## config.mk

```make
export PLATFORM = sky130hd
export DESIGN_NAME = fetch_pc_gen
export DESIGN_NICKNAME = d
export VERILOG_FILES = /design/src/rtl/mycpu_pkg.sv /design/src/rtl/fetch_utlb.sv /design/src/rtl/fetch_pc_gen.sv
export SDC_FILE = /design/constraint.sdc
export NUM_CORES = 1
export LEC_CHECK = 0
export BUFFER_PORTS_ARGS = -buffer_cell sky130_fd_sc_hd__buf_2
export CAP_MARGIN = 20
export CORE_UTILIZATION = 44
export DETAILED_ROUTE_END_ITERATION = 8
export GPL_TIMING_DRIVEN = 1
export PLACE_DENSITY = 0.77
export SETUP_SLACK_MARGIN = 0.4
export SYNTH_ARGS = -nofsm -noshare
export SYNTH_HDL_FRONTEND = slang
export SYNTH_SLANG_ARGS = --single-unit
```

## constraint.sdc

```tcl
create_clock -name clk -period 13.9 [get_ports clk]
set_input_delay 2.78 -clock clk [delete_from_list [all_inputs] [get_ports clk]]
set_output_delay 2.78 -clock clk [all_outputs]
set_load 0.01 [all_outputs]
```

## src/rtl/mycpu_pkg.sv

```systemverilog
// Shared CPU constants: exception codes, kseg decode, reset vector and fetch types.
// Also holds the micro-TLB entry layout used by the fetch PC generator.
package mycpu_pkg;

    localparam logic [31:0] RESET_PC_DEF = 32'hbfc00000;

    localparam logic [4:0] EXC_ADEL = 5'h4;
    localparam logic [4:0] EXC_TLBL = 5'h2;

    // kseg0/kseg1 share the top two bits 2'b10; kseg1 alone is uncached
    localparam logic [1:0] KSEG01_TOP = 2'b10;
    localparam logic [2:0] KSEG1_TOP  = 3'b101;

    typedef enum logic [1:0] {
        FS_RUN  = 2'd0,
        FS_WALK = 2'd1,
        FS_HALT = 2'd2
    } fetch_state_e;

    typedef struct packed {
        logic [18:0] vpn2;
        logic        odd;
        logic [7:0]  asid;
        logic        found;
        logic        v;
        logic [19:0] pfn;
    } utlb_entry_t;

    function automatic logic addr_mapped(input logic [31:0] addr);
        return addr[31:30] != KSEG01_TOP;
    endfunction

    function automatic logic addr_uncached(input logic [31:0] addr);
        return addr[31:29] == KSEG1_TOP;
    endfunction

endpackage

```

## src/rtl/fetch_utlb.sv

```systemverilog
// Fully associative instruction micro-TLB with round-robin replacement.
// Entries keep the main-TLB found/v flags so misses and invalid pages can raise exceptions.
module fetch_utlb
    import mycpu_pkg::*;
#(
    parameter int UTLB_ENTRIES = 2
) (
    input  logic        clk,
    input  logic        reset,
    input  logic        flush,
    input  logic [18:0] vpn2,
    input  logic        odd,
    input  logic [7:0]  asid,
    output logic        hit,
    output logic        found,
    output logic        v,
    output logic [19:0] pfn,
    input  logic        install,
    input  utlb_entry_t install_entry
);

    localparam int PTR_W = (UTLB_ENTRIES > 1) ? $clog2(UTLB_ENTRIES) : 1;

    logic [UTLB_ENTRIES-1:0] valid;
    utlb_entry_t             entry [UTLB_ENTRIES];
    logic [PTR_W-1:0]        victim;

    always_ff @(posedge clk) begin
        if (reset || flush) begin
            valid <= '0;
        end else begin
            for (int i = 0; i < UTLB_ENTRIES; i++) begin
                if (install && victim == PTR_W'(i)) valid[i] <= 1'b1;
            end
        end
    end

    always_ff @(posedge clk) begin
        if (reset) begin
            victim <= '0;
        end else if (install && !flush) begin
            victim <= (victim == PTR_W'(UTLB_ENTRIES - 1)) ? '0 : victim + 1'b1;
        end
    end

    always_ff @(posedge clk) begin
        for (int i = 0; i < UTLB_ENTRIES; i++) begin
            if (install && victim == PTR_W'(i)) entry[i] <= install_entry;
        end
    end

    // First matching entry wins; entries never duplicate a page in practice
    always_comb begin
        hit   = 1'b0;
        found = 1'b0;
        v     = 1'b0;
        pfn   = '0;
        for (int i = 0; i < UTLB_ENTRIES; i++) begin
            if (!hit && valid[i] && entry[i].vpn2 == vpn2 &&
                entry[i].odd == odd && entry[i].asid == asid) begin
                hit   = 1'b1;
                found = entry[i].found;
                v     = entry[i].v;
                pfn   = entry[i].pfn;
            end
        end
    end

endmodule

```

## src/rtl/fetch_pc_gen.sv

```systemverilog
// Fetch PC generator: picks the next fetch group, translates it through the micro-TLB,
// issues the I-cache request and reports fetch exceptions to the IF stage.
module fetch_pc_gen
    import mycpu_pkg::*;
#(
    parameter int          FETCH_WIDTH  = 2,
    parameter int          UTLB_ENTRIES = 2,
    parameter logic [31:0] RESET_PC     = RESET_PC_DEF
) (
    input  logic                         clk,
    input  logic                         reset,
    input  logic                         fs_allowin,
    input  logic                         br_valid,
    input  logic [31:0]                  br_target,
    input  logic                         reflush,
    input  logic [31:0]                  reflush_pc,
    output logic                         to_fs_valid,
    output logic [31:0]                  to_fs_pc,
    output logic [$clog2(FETCH_WIDTH):0] to_fs_cnt,
    output logic                         to_fs_exc,
    output logic [4:0]                   to_fs_exc_code,
    output logic                         to_fs_tlb_refill,
    output logic                         ic_valid,
    output logic                         ic_uncache,
    output logic [31:0]                  ic_addr,
    input  logic                         ic_addr_ok,
    output logic [18:0]                  tlb_vpn2,
    output logic                         tlb_odd,
    output logic [7:0]                   tlb_asid,
    input  logic                         tlb_found,
    input  logic                         tlb_v,
    input  logic [19:0]                  tlb_pfn,
    input  logic                         tlb_write,
    input  logic [7:0]                   cp0_asid
);

    localparam int          GROUP_BYTES = FETCH_WIDTH * 4;
    localparam int          OFF_W       = $clog2(GROUP_BYTES);
    localparam int          CNT_W       = $clog2(FETCH_WIDTH) + 1;
    localparam logic [31:0] GROUP_MASK  = ~(32'(GROUP_BYTES) - 32'd1);

    fetch_state_e state, state_n;

    logic [31:0] pc, pend_flush_pc, pend_br_pc;
    logic        pend_flush, pend_br;

    logic [31:0]      nextpc, seq_pc;
    logic [CNT_W-1:0] word_off, group_cnt;
    logic             mapped, utlb_hit, utlb_found, utlb_v;
    logic [19:0]      utlb_pfn;
    logic             exc_adel, exc_tlb, exc_any;
    logic             run, walk, issue, walk_install;
    utlb_entry_t      walk_entry;

    always_comb begin
        if (reflush)         nextpc = reflush_pc;
        else if (pend_flush) nextpc = pend_flush_pc;
        else if (br_valid)   nextpc = br_target;
        else if (pend_br)    nextpc = pend_br_pc;
        else                 nextpc = pc;
    end

    generate
        if (FETCH_WIDTH == 1) begin : g_single
            assign word_off = '0;
        end else begin : g_multi
            assign word_off = CNT_W'(nextpc[OFF_W-1:2]);
        end
    endgenerate

    // Groups stop at the aligned group boundary, so the next group starts there
    assign group_cnt = CNT_W'(FETCH_WIDTH) - word_off;
    assign seq_pc    = (nextpc & GROUP_MASK) + 32'(GROUP_BYTES);

    assign mapped = addr_mapped(nextpc);

    assign walk_entry = '{vpn2: nextpc[31:13], odd: nextpc[12], asid: cp0_asid,
                          found: tlb_found, v: tlb_v, pfn: tlb_pfn};

    fetch_utlb #(
        .UTLB_ENTRIES (UTLB_ENTRIES)
    ) u_utlb (
        .clk           (clk),
        .reset         (reset),
        .flush         (tlb_write),
        .vpn2          (nextpc[31:13]),
        .odd           (nextpc[12]),
        .asid          (cp0_asid),
        .hit           (utlb_hit),
        .found         (utlb_found),
        .v             (utlb_v),
        .pfn           (utlb_pfn),
        .install       (walk_install),
        .install_entry (walk_entry)
    );

    assign exc_adel = nextpc[1:0] != 2'b00;
    assign exc_tlb  = mapped && utlb_hit && (!utlb_found || !utlb_v);
    assign exc_any  = exc_adel || exc_tlb;

    assign run   = !reset && state == FS_RUN;
    assign walk  = !reset && state == FS_WALK;

    assign ic_valid = run && fs_allowin && !exc_any && (utlb_hit || !mapped);
    assign issue    = (ic_valid && ic_addr_ok) || (run && fs_allowin && exc_any);

    assign ic_uncache = !reset && addr_uncached(nextpc);
    assign ic_addr    = reset  ? 32'd0 :
                        mapped ? {utlb_pfn, nextpc[11:0]} : {3'b000, nextpc[28:0]};

    assign to_fs_valid      = issue;
    assign to_fs_pc         = reset ? RESET_PC : nextpc;
    assign to_fs_cnt        = reset ? '0 : group_cnt;
    assign to_fs_exc        = issue && exc_any;
    assign to_fs_exc_code   = !(issue && exc_any) ? 5'd0 : (exc_adel ? EXC_ADEL : EXC_TLBL);
    assign to_fs_tlb_refill = issue && !exc_adel && exc_tlb && !utlb_found;

    assign tlb_vpn2 = walk ? nextpc[31:13] : '0;
    assign tlb_odd  = walk && nextpc[12];
    assign tlb_asid = walk ? cp0_asid : '0;

    always_comb begin
        state_n      = state;
        walk_install = 1'b0;
        case (state)
            FS_RUN: begin
                if (fs_allowin && exc_any)                     state_n = FS_HALT;
                else if (fs_allowin && mapped && !utlb_hit)    state_n = FS_WALK;
            end
            FS_WALK: begin
                // A TLB write mid-walk may have changed the entry; search again
                if (reflush) begin
                    state_n = FS_RUN;
                end else if (!tlb_write) begin
                    walk_install = !reset;
                    state_n      = FS_RUN;
                end
            end
            FS_HALT: begin
                if (reflush) state_n = FS_RUN;
            end
            default: state_n = FS_RUN;
        endcase
    end

    always_ff @(posedge clk) begin
        if (reset) begin
            state      <= FS_RUN;
            pc         <= RESET_PC;
            pend_flush <= 1'b0;
            pend_br    <= 1'b0;
        end else begin
            state <= state_n;
            if (issue) pc <= seq_pc;
            if (reflush) begin
                pend_flush <= !issue;
                pend_br    <= 1'b0;
            end else if (issue) begin
                pend_flush <= 1'b0;
                pend_br    <= 1'b0;
            end else if (br_valid && !pend_flush) begin
                pend_br <= 1'b1;
            end
        end
    end

    always_ff @(posedge clk) begin
        if (reflush) pend_flush_pc <= reflush_pc;
        if (br_valid && !reflush && !pend_flush) pend_br_pc <= br_target;
    end

endmodule

```

==> flow_summary_export.csv, run 1 <==
group,metric,value,unit
clocking,cts_resized,0,
clocking,ctsHoldBuffers,0,
synthesis,synth_edf_count,164,
timing,tns,0,ns
drt,drt_iter0_markers,958,
synthesis,yosysWarnings,0,
setup_path,crit_required,11.12,ns
layout,num-fill-cells,2001,
drt,postRouteWirelength,30530,um
timing,worst_slew_pin_slew,1.125,ns
synthesis,synthTopCellsByCount,"edfxtp_1 (164), nand2_1 (83), a21oi_1 (71), nor2_1 (69), xnor2_1 (44)",
synthesis,synth_top_area_frac,0.4742,
drt,drtAntennaViolNets,0,
global_routing,overflow,0,
synthesis,ys_ff_latch,200,
power,pwr-share-comb,0.170,
layout,post-route-cell-area,12150,um2
floorplan,dieArea,24220,um2
power,p_sw_frac,0.2845,
floorplan,start_util,0.4532,
timing,setup_violations,0,
synthesis,synthFlopType,"edfxtp_1",
setup_path,worstSetupPathType,"primary input to output port",
clocking,cts_max_level,4,
placement,dp.cells,1409,
global_routing,grt_usage,0.2538,
drt,wl_per_cell,21.17,um
placement,port_buffers,201,
synthesis,synth_area_leaders,"edfxtp_1 (47%), dfxtp_1 (6.9%), xnor2_1 (3.7%)",
synthesis,synthArstFlopShare,0,
layout,layout-drive-gt1-share,0.2571,
drt,num_vias,8313,
synthesis,synth.distinct_cells,77,
power,vdd_drop_max,83.89,uV
layout,finalNonFillerCells,1442,
synthesis,yosysMostFrequentCell,"edfxtp_1",
setup_path,end_kind,"output port",
clocking,cts_setup_buffers,0,
global_routing,first_global_vias,7917,
global_routing,grt_pass1_wl,45970,um
clocking,clk_latency,0.45,ns
clocking,clk_path_buf_depth,2,
layout,nets,1217,
layout,area_delta_synth_final,17.00,%
timing,clock_skew,0.01422,ns
placement,gp_congestion,0.9283,
power,finalPower,1.424,mW
synthesis,syn_area,10390,um2
timing,slew_headroom,0.2482,
placement,place_area,11570,um2
clocking,cts.sinks,200,
timing,fin_crit,10.45,ns
power,p_leak,4.670,nW
setup_path,crit_fanout,54,
floorplan,ios,205,
power,intPower,1.019,mW
synthesis,synth_largest_area_cell,"edfxtp_1",
global_routing,grt_max_degree,58,
power,clkPwrFrac,0.346,
clocking,cts-root-buf,"clkbuf_16",
layout,ff_latch_area,5645,um2
synthesis,ys_seq_area_frac,0.5435,
floorplan,core_area,22920,um2
run_status,status,"complete, no violations",
clocking,clkTransAtPathRegs,0.08,ns
synthesis,synth_area_per_cell,11.01,um2
power,p_sw,0.4050,mW
timing,drv_slew,0,
setup_path,startpoint_type,"primary input",
clocking,numCtsBuffers,17,
timing,hold_viol,0,
timing,fmax,95.70,MHz
power,p_seq_frac,0.483,
drt,drc,0,
flow_run,drv_cap,0,
timing,rsz0062_at_grt,"no",
timing,finalWorstSetupSlack,3.451,ns
timing,hold_ws,0.4577,ns
timing,min_period_over_period,0.7518,
floorplan,die_w,155.6,um
placement,hpwl,21720,um
synthesis,synth_cells,943,
layout,multi_input_area,4243,um2
floorplan,die_h,155.6,um
drt,viasPerCell,5.765,
drt,drt-pass1-iter-count,5,
layout,final_util,0.5303,
placement,preCtsSetupSlack,3.516,ns
power,p_per_area,117.2,nW/um2
hold_path,hold_path_class,"flop to flop",
clocking,cts_tree,"done",
global_routing,grt_antenna_before_repair,1,
setup_path,crit_arrival,7.67,ns
floorplan,std_cell_rows,55,
==> worst paths after layout <==
path | to | slack [ns] | from | cells after the start
min reg2reg | pc[9] | 0.46 | pc[9] | 2
min | pc[9] | 0.46 | pc[9] | 2
max reg2reg | pc[23] | 8.73 | pend_br | 13
max | to_fs_valid | 3.45 | reflush | 16
==> metal layers <==
layer / part of all wire / vias to the layer above / GRT usage
met4: 0.027 / 0 / 0.09337
li1: - / 3787 / -
met3: 0.093 / 61 / 0.06000
met2: 0.46 / 460 / 0.3910
met5: 0 / - / 0
met1: 0.42 / 4005 / 0.3483
==> cell families after synthesis <==
family | share of synthesized area
compound gates | 0.1517
xor+xnor | 0.05060
fa+ha+maj | 0.001204
buf+inv | 0.05060
flops | 0.5435
mux | 0.04650
other cells | 0.0003611
simple gates | 0.1555
==> layout make-up <==
type	instances	area share
tap	313	0.03223
clock buffer	18	0.03614
timing repair buffer	218	0.09329
multi-input combinational	637	0.3492
sequential	200	0.4646
clock inverter	14	0.01133
inverter	41	0.01308
antenna	1	0.0002059
==> power groups by stage <==
stage	logic, mW	clock network (mW)	registers, mW
CTS	0.240	0.494	0.688
detailed placement	0.238	0	0.701
floorplan	0.156	0	0.696
finish	0.242	0.493	0.688
global placement	0.233	0	0.700
global route	0.260	0.517	0.690
==> critical path: stages <==
cell	delay, ns
buf_2	0.07
buf_4	0.33
buf_4	0.59
or2_1	0.45
a211oi_1	0.15
a221oi_4	0.45
inv_1	0.18
xnor2_1	0.18
nand4_1	0.18
nor4_4	0.31
buf_4	0.39
mux2i_1	0.20
o211ai_2	0.65
nand2_4	0.25
clkinv_4	0.26
buf_2	0.19
==> cell usage in the layout, fill, tap and decap left out, types with 8 or more instances in the layout <==
cell         n
and3_1       8
mux2i_1     28
xnor2_1     44
buf_4       17
nand2_1     83
xor2_1      16
a21o_1      15
dfxtp_1     36
nor2b_1     22
and2_1      19
nand4_1     11
a21oi_1     71
a211oi_1    14
nand3_1     14
nor4_1      10
o211ai_1    18
o21ai_0      8
nor3_1      16
inv_1       37
clkbuf_16   17
mux2_2      16
buf_2      201
nand2b_1    27
nor2_1      67
edfxtp_1   164
==> flip-flops by register name (all words and copies together), names as in the netlist <==
signal,flops
u_utlb.entry,100
pend_br_pc,32
pend_flush_pc,32
pc,29
state,2
u_utlb.valid,2
pend_br,1
pend_flush,1
u_utlb.victim,1
(Power assumes the default switching activity.)
==> run 2: changes to the inputs <==
- ABC_AREA: default -> 1
- clock period: 13.9 -> 10.1 ns (I/O delays scaled with it)
==> flow_summary_export.csv, run 2 <==
group,metric,value,unit
timing,setup_violations,0,
layout,largest-register,"u_utlb.entry",
timing,hold_viol,0,
synthesis,synth_largest_area_cell,"edfxtp_1",
synthesis,yosys.area_share.simple,0.3023,
floorplan,std_cell_rows,57,
drt,drt_iter0_markers,1067,
synthesis,synth_xor_area_frac,0.02576,
timing,slew_headroom,0.3918,
power,p_sw_frac,0.3038,
setup_path,slowest_delay,0.77,ns
layout,post-route-cell-area,12570,um2
synthesis,yosysWarnings,0,
clocking,ctsHoldBuffers,0,
clocking,cts_max_level,4,
layout,layout-drive-gt1-share,0.2154,
layout,final_cell_mix,"nand2_1 (343), nor2_1 (213), buf_2 (201), edfxtp_1 (164), inv_1 (134)",
layout,top_regs,"u_utlb.entry x100, pend_br_pc x32, pend_flush_pc x32",
synthesis,ys_seq_area_frac,0.5189,
power,vdd_drop_max,104.6,uV
global_routing,overflow,0,
layout,largest_register_ffs,100,
synthesis,synth_area_leaders,"edfxtp_1 (45%), nand2_1 (12%), nor2_1 (7.4%)",
global_routing,grt_antenna_before_repair,2,
synthesis,synthFlopType,"edfxtp_1",
clocking,cts-root-buf,"clkbuf_16",
floorplan,die_w,159.3,um
setup_path,worst_r2r_path_depth,18,
placement,dp.cells,1781,
hold_path,min_to,"pc[24]",
timing,clock_skew,0.01880,ns
power,p_seq_frac,0.476,
synthesis,synthAdderAreaFrac,0.001150,
synthesis,syn_area,10880,um2
synthesis,synth_top_family_by_area,"simple AND/OR/NAND/NOR gates",
global_routing,grt_max_degree,55,
setup_path,crit_fanout,30,
setup_path,reg2reg_from,"pend_flush",
setup_path,reg2reg_slack,5.23,ns
setup_path,r2r_end,"pc[22]",
setup_path,path_buf_inv,3,
drt,wl_per_cell,18.17,um
run_status,status,"complete, no violations",
flow_run,drv_cap,0,
floorplan,dieArea,25360,um2
setup_path,slowest_stage,"nand2_1",
synthesis,synth_compound_area_frac,0.05945,
global_routing,grt_usage,0.2602,
synthesis,synthMuxAreaShare,0,
drt,drc,0,
placement,gp_congestion,1.012,
setup_path,crit_required,8.08,ns
power,pwr-share-comb,0.175,
hold_path,hold_path_class,"flop to flop",
layout,final_common_cell,"nand2_1",
clocking,cts_tree,"done",
clocking,cts.sinks,200,
setup_path,crit_arrival,6.87,ns
drt,viasPerCell,5.335,
clocking,clk_path_buf_depth,2,
layout,num-fill-cells,2243,
timing,fmax,112.5,MHz
clocking,clkTransAtPathRegs,0.07,ns
placement,hpwl,24100,um
synthesis,synth_edf_count,164,
power,clkPwrFrac,0.349,
synthesis,synthArstFlopShare,0,
setup_path,worstSetupPathType,"primary input to output port",
timing,min_period_over_period,0.8800,
global_routing,grt_pass1_wl,50790,um
timing,tns,0,ns
synthesis,yosysMostFrequentCell,"nand2_1",
floorplan,ios,205,
timing,rsz0062_at_grt,"no",
drt,num_vias,9677,
setup_path,cp_top_family,"simple AND/OR/NAND/NOR gates",
synthesis,synthTopCellsByCount,"nand2_1 (343), nor2_1 (215), edfxtp_1 (164), inv_1 (135), nand3_1 (117)",
setup_path,worstPathCellList,"buf_2 > nor2_8 > a21boi_1 > nand2_2 > nand2_1 > nand2_1 > nor2_1 > nand2_1 > nor2_2 > nand3_2 > clkinv_2 > nand2_2 > nand2_2 > nand2_2 > a21oi_4 > nand4_2 > nand2_1 > nand3_1 > nor2_1 > buf_2",
clocking,numCtsBuffers,17,
layout,nets,1579,
timing,worst_slew_pin_slew,0.9102,ns
clocking,cts_resized,0,
placement,port_buffers,201,
power,p_sw,0.5991,mW
timing,drv_slew,0,
layout,finalNonFillerCells,1814,
setup_path,startpoint_type,"primary input",
timing,fin_crit,8.888,ns
placement,place_area,11960,um2
global_routing,first_global_vias,9330,
drt,postRouteWirelength,32970,um
drt,drtAntennaViolNets,0,
floorplan,core_area,24320,um2
synthesis,synth_area_per_cell,8.325,um2
floorplan,die_h,159.3,um
power,p_leak,5.723,nW
layout,n_antenna_cell,0,
clocking,cts_setup_buffers,0,
hold_path,hold_start,"pc[24]",
drt,drt-pass1-iter-count,5,
power,intPower,1.373,mW
layout,area_delta_synth_final,15.55,%
synthesis,ys_ff_latch,200,
floorplan,start_util,0.4474,
synthesis,synth_top_area_frac,0.4526,
synthesis,synth_cells,1307,
power,p_per_area,156.9,nW/um2
hold_path,holdPathStages,2,
synthesis,synth.distinct_cells,50,
clocking,clk_latency,0.45,ns
setup_path,end_kind,"output port",
## run 2: cell types whose count changed after synthesis, sizes merged, moves of 23 or more
cell,delta
a21oi,-50
inv,+106
mux2i,-28
nand2,+289
nand2b,-27
nand3,+104
nor2,+154
nor2b,-23
xnor2,-41
## run 2: power groups by stage
stage | Combinational, mW | Clock [mW] | Sequential (mW)
6_report | 0.345 | 0.688 | 0.939
5_1_grt | 0.376 | 0.717 | 0.941
4_1_cts | 0.339 | 0.690 | 0.938
3_5_place_dp | 0.337 | 0 | 0.957
3_3_place_gp | 0.332 | 0 | 0.956
2_1_floorplan | 0.222 | 0 | 0.953
## run 2: final cells by class
cell class | instances | area, um2 | share of cell area
sequential | 200 | 5645 | 0.4490
multi-input combinational | 899 | 4255 | 0.3385
timing repair buffer | 212 | 1109 | 0.08818
inverter | 147 | 568.0 | 0.04518
clock buffer | 19 | 452.9 | 0.03603
tap | 324 | 405.4 | 0.03225
clock inverter | 13 | 136.4 | 0.01085
## run 2: worst max-delay path by stage
| stage | slack [ns] | to | cells past startpoint | startpoint |
|---|---|---|---|---|
| after floorplan | 3.04 | to_fs_tlb_refill | 15 | br_valid |
| after detailed placement | 1.38 | to_fs_tlb_refill | 20 | reflush |
| after global placement | 1.53 | to_fs_tlb_refill | 20 | reflush |
| after CTS | 1.38 | to_fs_tlb_refill | 20 | reflush |
| after global routing | 1.01 | to_fs_tlb_refill | 21 | reflush |
| final | 1.21 | to_fs_tlb_refill | 20 | reflush |
## run 2: through the flow
| step | hold WS (ns) | worst slack, ns | utilization | power, mW |
|---|---|---|---|---|
| final | 0.5087 | 1.212 | 0.5170 | 1.972 |
| after global placement | 0.4832 | 1.529 | 0.4916 | 1.289 |
| after detailed placement | 0.4911 | 1.381 | 0.4916 | 1.294 |
| after floorplan | 0.4552 | 3.043 | - | 1.175 |
| after CTS | 0.5064 | 1.381 | 0.5158 | 1.968 |
| after global routing | 0.5345 | 1.014 | 0.5170 | 2.035 |
## run 2: metal layers
| layer | share of wire | up-vias | track usage |
|---|---|---|---|
| met5 | 0.00039 | - | 0 |
| met4 | 0.027 | 2 | 0.08872 |
| met3 | 0.090 | 62 | 0.05184 |
| met2 | 0.47 | 511 | 0.4326 |
| met1 | 0.41 | 4513 | 0.3390 |
| li1 | - | 4589 | - |
## run 2: worst register-to-register path: cells and delay by family (launching register included)
kind / cells / cell delay, ns
and+or+nand+nor: 14 / 3.23
AOI/OAI and AO/OA: 2 / 0.49
buffers and inverters: 2 / 0.43
DFF: 1 / 0.66
## run 2: cell families (layout without fill, tap and decap cells)
group | after synthesis | in the layout
buf+inv | 210 | 391
flops | 200 | 200
fa+ha+maj | 1 | 1
other cells | 1 | 3
simple gates | 767 | 767
compound gates | 96 | 96
xor+xnor | 32 | 32
